[config.mk]
export PLATFORM = sky130hd
export DESIGN_NAME = traffic_phase_sequencer_flat
export DESIGN_NICKNAME = d
export VERILOG_FILES = /design/src/rtl/traffic_phase_sequencer_pkg.sv /design/src/rtl/traffic_phase_sequencer_if.sv /design/src/rtl/traffic_phase_sequencer_counter.sv /design/src/rtl/traffic_phase_sequencer.sv /design/src/flat_wrapper.sv
export SDC_FILE = /design/constraint.sdc
export NUM_CORES = 1
export LEC_CHECK = 0
export CAP_MARGIN = 10
export CORE_MARGIN = 8
export CORE_UTILIZATION = 40
export CTS_BUF_LIST = sky130_fd_sc_hd__clkbuf_2 sky130_fd_sc_hd__clkbuf_4 sky130_fd_sc_hd__clkbuf_8
export DETAILED_ROUTE_END_ITERATION = 16
export GPL_ROUTABILITY_DRIVEN = 0
export GPL_TIMING_DRIVEN = 0
export PLACE_DENSITY_LB_ADDON = 0.08
export SETUP_SLACK_MARGIN = 0.1
export SLEW_MARGIN = 20
export SYNTH_ARGS = -nofsm -noshare
export SYNTH_HDL_FRONTEND = slang
export SYNTH_HIERARCHICAL = 1
export SYNTH_SLANG_ARGS = --single-unit
[constraint.sdc]
create_clock -name clock -period 2.5 [get_ports clock]
set_input_delay 0.75 -clock clock [delete_from_list [all_inputs] [get_ports clock]]
set_output_delay 0.75 -clock clock [all_outputs]
set_load 0.1 [all_outputs]
[src/rtl/traffic_phase_sequencer_pkg.sv]
// Shared definitions for the intersection phase sequencer and the light decoder.
//   phase_t    : 2-bit light phase encoding (HG=00, HY=01, CG=10, CY=11)
//   DW_DEFAULT : default width of duration inputs and remaining-time output
package traffic_phase_sequencer_pkg;

    localparam int unsigned DW_DEFAULT = 4;

    typedef enum logic [1:0] {
        HG = 2'b00,  // highway green
        HY = 2'b01,  // highway yellow
        CG = 2'b10,  // country green
        CY = 2'b11   // country yellow
    } phase_t;

endpackage

[src/rtl/traffic_phase_sequencer_if.sv]
// Control/status bundle between the sequencer and its neighbours.
//   master : sensor/timebase/config side, drives tick, car_sync, ped_req and
//            the three durations; observes the sequencer outputs
//   slave  : the sequencer itself
interface traffic_phase_sequencer_if #(
    parameter int unsigned DW = 4
);
    logic          tick;
    logic          car_sync;
    logic          ped_req;
    logic [DW-1:0] time_min_green;
    logic [DW-1:0] time_country;
    logic [DW-1:0] time_yellow;
    logic [1:0]    state;
    logic [DW-1:0] remaining;
    logic          phase_start;
    logic          ped_pending;
    logic          ped_served;

    modport master (
        output tick, car_sync, ped_req, time_min_green, time_country, time_yellow,
        input  state, remaining, phase_start, ped_pending, ped_served
    );

    modport slave (
        input  tick, car_sync, ped_req, time_min_green, time_country, time_yellow,
        output state, remaining, phase_start, ped_pending, ped_served
    );
endinterface

[src/rtl/traffic_phase_sequencer_counter.sv]
// Phase interval down-counter.
//   clock, reset : clock, async active-high reset (remaining -> 0)
//   tick         : timebase enable for the decrement
//   load         : load load_value (zero is loaded as one); wins over decrement
//   remaining    : registered ticks left, saturates at 0
//   expired_c    : remaining <= 1 (combinational)
module phase_interval_counter #(
    parameter int unsigned DW = 4
) (
    input  logic          clock,
    input  logic          reset,
    input  logic          tick,
    input  logic          load,
    input  logic [DW-1:0] load_value,
    output logic [DW-1:0] remaining,
    output logic          expired_c
);

    // Load takes priority; otherwise tick-qualified saturating decrement.
    always_ff @(posedge clock or posedge reset) begin
        if (reset) begin
            remaining <= '0;
        end else if (load) begin
            remaining <= (load_value == '0) ? DW'(1) : load_value;
        end else if (tick && (remaining != '0)) begin
            remaining <= remaining - DW'(1);
        end
    end

    assign expired_c = (remaining <= DW'(1));

endmodule

[src/rtl/traffic_phase_sequencer.sv]
// Four-phase highway/country intersection sequencer with pedestrian latch.
//   clock, reset : system clock, async active-high reset (back to HG, timer 0)
//   bus (slave)  : tick/car_sync/ped_req/durations in; state, remaining,
//                  phase_start, ped_pending, ped_served out (all registered)
module traffic_phase_sequencer
    import traffic_phase_sequencer_pkg::*;
#(
    parameter int unsigned DW = DW_DEFAULT
) (
    input  logic                        clock,
    input  logic                        reset,
    traffic_phase_sequencer_if.slave    bus
);

    phase_t        state_q;
    phase_t        next_state_c;
    logic          load_c;
    logic [DW-1:0] load_value_c;
    logic          expired_c;
    logic          enter_cg_c;
    logic [DW-1:0] remaining_q;
    logic          phase_start_q;
    logic          ped_pending_q;
    logic          ped_served_q;

    phase_interval_counter #(.DW(DW)) u_counter (
        .clock      (clock),
        .reset      (reset),
        .tick       (bus.tick),
        .load       (load_c),
        .load_value (load_value_c),
        .remaining  (remaining_q),
        .expired_c  (expired_c)
    );

    // Phase state register.
    always_ff @(posedge clock or posedge reset) begin
        if (reset) begin
            state_q <= HG;
        end else begin
            state_q <= next_state_c;
        end
    end

    // Next phase and timer load; transitions only on tick edges.
    always_comb begin
        next_state_c = state_q;
        load_c       = 1'b0;
        load_value_c = '0;
        if (bus.tick) begin
            unique case (state_q)
                HG: if (expired_c && (bus.car_sync || ped_pending_q)) begin
                    next_state_c = HY;
                    load_c       = 1'b1;
                    load_value_c = bus.time_yellow;
                end
                HY: if (expired_c) begin
                    next_state_c = CG;
                    load_c       = 1'b1;
                    load_value_c = bus.time_country;
                end
                CG: if (expired_c || !bus.car_sync) begin
                    next_state_c = CY;
                    load_c       = 1'b1;
                    load_value_c = bus.time_yellow;
                end
                CY: if (expired_c) begin
                    next_state_c = HG;
                    load_c       = 1'b1;
                    load_value_c = bus.time_min_green;
                end
                default: ;
            endcase
        end
    end

    assign enter_cg_c = (state_q == HY) && (next_state_c == CG);

    // Pedestrian latch and one-cycle status pulses; a new request wins over the clear.
    always_ff @(posedge clock or posedge reset) begin
        if (reset) begin
            phase_start_q <= 1'b0;
            ped_pending_q <= 1'b0;
            ped_served_q  <= 1'b0;
        end else begin
            phase_start_q <= (next_state_c != state_q);
            ped_served_q  <= enter_cg_c && ped_pending_q;
            if (bus.ped_req) begin
                ped_pending_q <= 1'b1;
            end else if (enter_cg_c) begin
                ped_pending_q <= 1'b0;
            end
        end
    end

    assign bus.state       = state_q;
    assign bus.remaining   = remaining_q;
    assign bus.phase_start = phase_start_q;
    assign bus.ped_pending = ped_pending_q;
    assign bus.ped_served  = ped_served_q;

endmodule

[src/flat_wrapper.sv]
// flat-port wrapper written by rule: the top's interface ports become plain ports
module traffic_phase_sequencer_flat import traffic_phase_sequencer_pkg::*;
#(
    parameter int unsigned DW = DW_DEFAULT
)
  (clock, reset, bus_tick, bus_car_sync, bus_ped_req, bus_time_min_green, bus_time_country, bus_time_yellow, bus_state, bus_remaining, bus_phase_start, bus_ped_pending, bus_ped_served);
  traffic_phase_sequencer_if #(.DW(DW)) bus_i ();
  input  logic clock;
  input  logic reset;
  input wire logic [$bits(bus_i.tick)-1:0] bus_tick;
  input wire logic [$bits(bus_i.car_sync)-1:0] bus_car_sync;
  input wire logic [$bits(bus_i.ped_req)-1:0] bus_ped_req;
  input wire logic [$bits(bus_i.time_min_green)-1:0] bus_time_min_green;
  input wire logic [$bits(bus_i.time_country)-1:0] bus_time_country;
  input wire logic [$bits(bus_i.time_yellow)-1:0] bus_time_yellow;
  output wire logic [$bits(bus_i.state)-1:0] bus_state;
  output wire logic [$bits(bus_i.remaining)-1:0] bus_remaining;
  output wire logic [$bits(bus_i.phase_start)-1:0] bus_phase_start;
  output wire logic [$bits(bus_i.ped_pending)-1:0] bus_ped_pending;
  output wire logic [$bits(bus_i.ped_served)-1:0] bus_ped_served;
  assign bus_i.tick = bus_tick;
  assign bus_i.car_sync = bus_car_sync;
  assign bus_i.ped_req = bus_ped_req;
  assign bus_i.time_min_green = bus_time_min_green;
  assign bus_i.time_country = bus_time_country;
  assign bus_i.time_yellow = bus_time_yellow;
  assign bus_state = bus_i.state;
  assign bus_remaining = bus_i.remaining;
  assign bus_phase_start = bus_i.phase_start;
  assign bus_ped_pending = bus_i.ped_pending;
  assign bus_ped_served = bus_i.ped_served;
  traffic_phase_sequencer #(.DW(DW)) u_core (.clock(clock), .reset(reset), .bus(bus_i));
endmodule
==> results.sh, run 1 <==
export IMPL_clock_latency_ps=260
export IMPL_worst_path_buf_inv=1
export IMPL_crit_path_end_kind="primary output"
export IMPL_wl_um=1850
export IMPL_wl_per_cell_um=13.4
export IMPL_switching_share=0.597
export IMPL_p_clk_frac=0.084
export IMPL_antenna_found_initial=0
export IMPL_maxCapViolations=0
export IMPL_hold_end="u_core/u_counter/remaining[1]"
export IMPL_areaGrowthSynthToFinish_pct=42.5
export IMPL_synth_area_leaders="dfrtp_1 (31%), mux2i_1 (5.5%), ha_1 (5.2%)"
export IMPL_design_area_sq_um=1030
export IMPL_power_density_nw_per_um2=1430
export IMPL_period_minus_slack_ps=2360
export IMPL_syn_nets=104
export IMPL_start_util=0.424
export IMPL_internal_power_uw=596
export IMPL_drc_errors=0
export IMPL_firstDrtPassIters=4
export IMPL_outcome="finished clean"
export IMPL_crit_path_top_delay_cell="dlygate4sd2_1"
export IMPL_fill_cells=164
export IMPL_hpwl_um=1440
export IMPL_seqPwrFrac=0.188
export IMPL_switchingPower_uw=883
export IMPL_setup_viol=0
export IMPL_crit_arrival_ps=1610
export IMPL_r2r_slack_ps=290
export IMPL_vdd_ir_drop_max_mv=1.19
export IMPL_cts_root_buffer="clkbuf_4"
export IMPL_finalHoldViolations=0
export IMPL_synth_cells=84
export IMPL_power_frac_comb=0.728
export IMPL_grt_pass1_vias=686
export IMPL_tightest_slew_ps=960
export IMPL_synth_cell_types=32
export IMPL_cts_clk_slew_worst_paths_ps=70
export IMPL_hp_class="register to register"
export IMPL_final_util=0.604
export IMPL_power_uw=1480
export IMPL_dpl_cell_area_sq_um=1010
export IMPL_hp_start="u_core/u_counter/remaining[1]"
export IMPL_rsz0062_at_grt="false"
export IMPL_layout_nets=134
export IMPL_reg2reg_from="u_core/u_counter/remaining[0]"
export IMPL_final_antenna_net_count=0
export IMPL_avgSynthCellArea_sq_um=8.62
export IMPL_cts_sinks=9
export IMPL_reg2reg_to="u_core/u_counter/remaining[0]"
export IMPL_num_io_pins=26
export IMPL_path_delay_family="buffers and inverters"
export IMPL_crit_fanout=6
export IMPL_critPathMaxStageDelay_ps=890
export IMPL_drive_gt1_frac=0.115
export IMPL_slew_headroom=0.363
export IMPL_synthesis_area_sq_um=724
export IMPL_yosys_warnings=6
export IMPL_fin_skew_ps=8.19
export IMPL_die_w_um=58.6
export IMPL_vias=724
export IMPL_ctsHtreeMaxLevel=1
export IMPL_reg2reg_depth=9
export IMPL_dieArea_sq_um=3430
export IMPL_cts_tree="yes"
export IMPL_required_ps=1750
export IMPL_period_share=0.943
export IMPL_grt_total_usage=0.114
export IMPL_path_cells="dlygate4sd2_1"
export IMPL_antenna_cells=0
export IMPL_slew_viol_final=0
export IMPL_clk_path_buf_depth=2
export IMPL_seq_area_frac_synth=0.311
export IMPL_multiInputGateArea_sq_um=457
export IMPL_max_freq_mhz=424
export IMPL_yosysTopAreaCellShare=0.311
export IMPL_grt_first_pass_wirelength_um=3110
export IMPL_p_leak_uw=0.000470
export IMPL_critPathKind="register to primary output"
export IMPL_row_count=15
export IMPL_critPathLaunchType="register"
export IMPL_drtIter0Drc=15
export IMPL_routed_via_density=5.25
export IMPL_min_path_cells=2
export IMPL_register_area_sq_um=228
export IMPL_synth_seq_cells=9
export IMPL_portBuffers=25
export IMPL_gr_total_overflow=0
export IMPL_core_area_sq_um=1710
export IMPL_synth_area_leader_cell="dfrtp_1"
export IMPL_fp_dieH_um=58.6
export IMPL_grt_max_degree=15
export IMPL_numCtsBuffers=3
per-stage QoR:
step | setup WS [ps] | std cells | hold slack (ps) | setup TNS (ps)
after floorplan | 140 | 84 | 516 | 0
after global placement | -25.7 | 134 | 565 | -25.7
after detailed placement | -65.1 | 134 | 570 | -114
after CTS | 141 | 138 | 584 | 0
after global routing | 102 | 138 | 622 | 0
final | 142 | 138 | 580 | 0
Yosys cell counts:
master,n
o211a_1,3
nand2b_1,6
dfrtp_1,9
or3b_4,1
inv_1,6
nand2_1,6
mux2i_1,4
a211o_2,1
nor3b_1,2
xnor2_1,1
nand3_1,1
o31ai_1,1
ha_1,3
a211o_1,3
o21ai_1,2
o21ai_0,1
o311ai_0,1
a21boi_0,2
o31a_1,1
buf_6,1
and4b_1,1
o21a_1,3
a31o_2,1
a21oi_1,7
nor4b_1,1
clkbuf_1,1
nor2b_1,1
o221a_1,1
buf_2,2
a211oi_1,1
nor3_1,4
nor2_1,6
sequential cells by signal, indices dropped and copies added, names as in the netlist:
signal and count:
u_core/bus.phase_start 1, u_core/u_counter/remaining 4, u_core/bus.ped_pending 1, u_core/bus.ped_served 1, u_core/bus.state 2
layer usage:
layer | wire length, um | part of all wire | GRT usage | vias to the layer above
li1 | - | - | - | 361
met1 | 864 | 0.47 | 0.147 | 341
met3 | 115 | 0.062 | 0.0391 | 0
met5 | 0 | 0 | 0 | -
met2 | 873 | 0.47 | 0.175 | 22
met4 | 0 | 0 | 0.0315 | 0
worst max path at each step:
stage          slack (ps)                            end  cells past startpoint                     startpoint
6_report              140               bus_remaining[2]                      1  u_core/u_counter/remaining[2]
5_1_grt               100               bus_remaining[2]                      1  u_core/u_counter/remaining[2]
4_1_cts               140               bus_remaining[2]                      1  u_core/u_counter/remaining[2]
3_5_place_dp          -70  u_core/u_counter/remaining[0]                      5                       bus_tick
3_3_place_gp          -30  u_core/u_counter/remaining[0]                      5                       bus_tick
2_1_floorplan         140  u_core/u_counter/remaining[0]                      9  u_core/u_counter/remaining[1]
cells in the final DEF (no fill, tap or decap), types with 3 or more instances in the layout:
| master | count |
|---|---|
| clkdlybuf4s50_1 | 16 |
| dlygate4sd2_1 | 9 |
| a21oi_1 | 7 |
| dfrtp_1 | 7 |
| inv_1 | 6 |
| nand2b_1 | 6 |
| nand2_1 | 6 |
| nor2_1 | 6 |
| clkbuf_4 | 4 |
| mux2i_1 | 4 |
| o21a_1 | 3 |
| a211o_1 | 3 |
| o211a_1 | 3 |
| nor3_1 | 3 |
| ha_1 | 3 |
repair_timing:
action / 4_1_cts / 5_1_grt
hold buffers: 0 / 0
endpoints found under the hold margin: 0 / 0
buffers inserted: 0 / 0
resized for setup: 10 / 0
setup endpoints to repair: 10 / 0
cell families after synthesis:
logic type,after synthesis,share of synthesized area
buffers and inverters,10,0.0656
muxes,4,0.0553
and+or+nand+nor,29,0.219
xor gates and xnor gates,1,0.0121
adders and majority gates,3,0.0518
DFF,9,0.311
AOI/OAI and AO/OA,28,0.285
final cells by class:
type	instances	share of cell area
plain buffers	4	0.0242
multi-input cells	65	0.442
well taps	25	0.0303
clock buffers	4	0.0291
flip-flops and latches	9	0.221
inverters	6	0.0218
repair buffers	25	0.232
power groups by stage:
stage	registers, uW	logic [uW]	clock network (uW)
finish	278	1080	124
floorplan	706	430	0
detailed placement	278	1110	0
global placement	276	1110	0
global route	289	1150	137
CTS	277	1080	130
(Power assumes the default switching activity.)
==> run 2: changes to the inputs <==
Settings changed: CAP_MARGIN 10 to 20, CORE_UTILIZATION 40 to 45.
==> results.sh, run 2 (synthesis gave the netlist of run 1 again) <==
export IMPL_dp_cells=125
export IMPL_layout_nets=134
export IMPL_worst_path_buf_inv=1
export IMPL_cts_clk_slew_worst_paths_ps=70
export IMPL_layout_commonest_cell="clkdlybuf4s50_1"
export IMPL_crit_path_end_kind="primary output"
export IMPL_hpwl_um=1460
export IMPL_slew_headroom=0.353
export IMPL_cts_tree="yes"
export IMPL_clock_latency_ps=270
export IMPL_final_antenna_net_count=0
export IMPL_vdd_ir_drop_max_mv=0.974
export IMPL_fin_skew_ps=5.25
export IMPL_antenna_found_initial=0
export IMPL_grt_pass1_vias=733
export IMPL_die_w_um=56.1
export IMPL_wl_per_cell_um=14.4
export IMPL_period_share=0.942
export IMPL_crit_path_top_delay_cell="dlygate4sd2_1"
export IMPL_fill_cells=140
export IMPL_wl_um=1860
export IMPL_period_minus_slack_ps=2360
export IMPL_core_area_sq_um=1510
export IMPL_rsz0062_at_grt="false"
export IMPL_postCtsSetupRepairBufs=0
export IMPL_top_register="u_core/u_counter/remaining"
export IMPL_critPathKind="register to primary output"
export IMPL_path_delay_family="buffers and inverters"
export IMPL_areaGrowthSynthToFinish_pct=41.5
export IMPL_crit_arrival_ps=1610
export IMPL_fp_dieH_um=56.1
export IMPL_finalHoldViolations=0
export IMPL_cp_startpoint="u_core/u_counter/remaining[2]"
export IMPL_reg2reg_from="u_core/u_counter/remaining[1]"
export IMPL_antenna_cells=0
export IMPL_power_density_nw_per_um2=1440
export IMPL_slew_viol_final=0
export IMPL_drive_gt1_frac=0.133
export IMPL_design_area_sq_um=1020
export IMPL_critPathLaunchType="register"
export IMPL_mostFrequentLayoutCells="clkdlybuf4s50_1 (15), dlygate4sd2_1 (8), a21oi_1 (7), dfrtp_1 (7)"
export IMPL_vias=729
export IMPL_portBuffers=25
export IMPL_drtIter0Drc=9
export IMPL_dpl_cell_area_sq_um=997
export IMPL_drc_errors=0
export IMPL_hp_class="register to register"
export IMPL_dieArea_sq_um=3150
export IMPL_maxCapViolations=0
export IMPL_required_ps=1750
export IMPL_instances_no_fill=129
export IMPL_numCtsBuffers=3
export IMPL_gr_total_overflow=0
export IMPL_ctsHtreeMaxLevel=1
export IMPL_cts_sinks=9
export IMPL_grt_max_degree=15
export IMPL_grt_first_pass_wirelength_um=3160
export IMPL_hp_start="u_core/u_counter/remaining[1]"
export IMPL_setup_viol=0
export IMPL_cts_root_buffer="clkbuf_4"
export IMPL_row_count=14
export IMPL_crit_fanout=6
export IMPL_clk_path_buf_depth=2
export IMPL_routed_via_density=5.65
export IMPL_num_io_pins=26
export IMPL_max_freq_mhz=424
export IMPL_path_cells="dlygate4sd2_1"
export IMPL_largest_reg_flops=4
export IMPL_r2r_slack_ps=430
export IMPL_outcome="finished clean"
export IMPL_whs_ps=633
export IMPL_tightest_slew_ps=975
export IMPL_grt_total_usage=0.121
export IMPL_critPathMaxStageDelay_ps=890
export IMPL_firstDrtPassIters=4
export IMPL_start_util=0.481
export IMPL_p_leak_uw=0.000485
run 2: metal layers:
metal / vias up / track usage / part of all wire
met5: - / 0 / 0
li1: 363 / - / -
met2: 19 / 0.197 / 0.52
met1: 343 / 0.123 / 0.39
met4: 0 / 0.0687 / 0.015
met3: 4 / 0.0594 / 0.072
run 2: path summary, 6_finish.rpt:
path | cells past startpoint | end
max in group asynchronous | 2 | u_core/bus.phase_start
setup reg to reg | 9 | u_core/u_counter/remaining[0]
min in group asynchronous | 2 | u_core/u_counter/remaining[3]
hold / removal | 2 | u_core/u_counter/remaining[1]
hold reg to reg | 2 | u_core/u_counter/remaining[1]
setup / recovery | 1 | bus_remaining[2]
run 2: cell type report:
class	count	area [sq um]	share of cell area
inverters	6	22.5	0.0220
plain buffers	4	26.3	0.0256
clock inverters	1	5.00	0.00488
clock buffers	3	22.5	0.0220
flip-flops and latches	9	228	0.222
repair buffers	25	243	0.237
multi-input cells	65	458	0.447
well taps	16	20.0	0.0195
run 2: timing repair:
| item | in CTS | in global routing |
|---|---|---|
| hold buffers | 0 | 0 |
| resized for setup | 9 | 6 |
| pin swaps | 0 | 0 |
| setup endpoints to repair | 9 | 5 |
| gates cloned | 0 | 0 |
run 2: stage by stage:
| step | util | setup TNS, ps | setup WS, ps | power [uW] |
|---|---|---|---|---|
| after floorplan | - | 0 | 140 | 1140 |
| final | 0.680 | 0 | 144 | 1480 |
| after CTS | 0.673 | 0 | 113 | 1480 |
| after detailed placement | 0.662 | -24.8 | -24.8 | 1390 |
| after global placement | 0.662 | 0 | 5.04 | 1370 |
| after global routing | 0.680 | 0 | 102 | 1570 |
run 2: power by group:
| group | leakage [uW] | switching (uW) | total [uW] | internal (uW) |
|---|---|---|---|---|
| sequential | 0.000105 | 61.7 | 273 | 212 |
| clock | 0.0000177 | 58.5 | 118 | 59.2 |
| combinational | 0.000362 | 769 | 1090 | 318 |
run 2: worst min-delay path: stages, from the launching register on:
cell and delay, ps:
dfrtp_2 390, a21oi_1 50, o21ai_1 160
==> run 3: changes to the inputs <==
Settings changed: SLEW_MARGIN 20 to default.
==> results of run 3 <==
Final layout, timing and power as in run 2 (identical DEF).
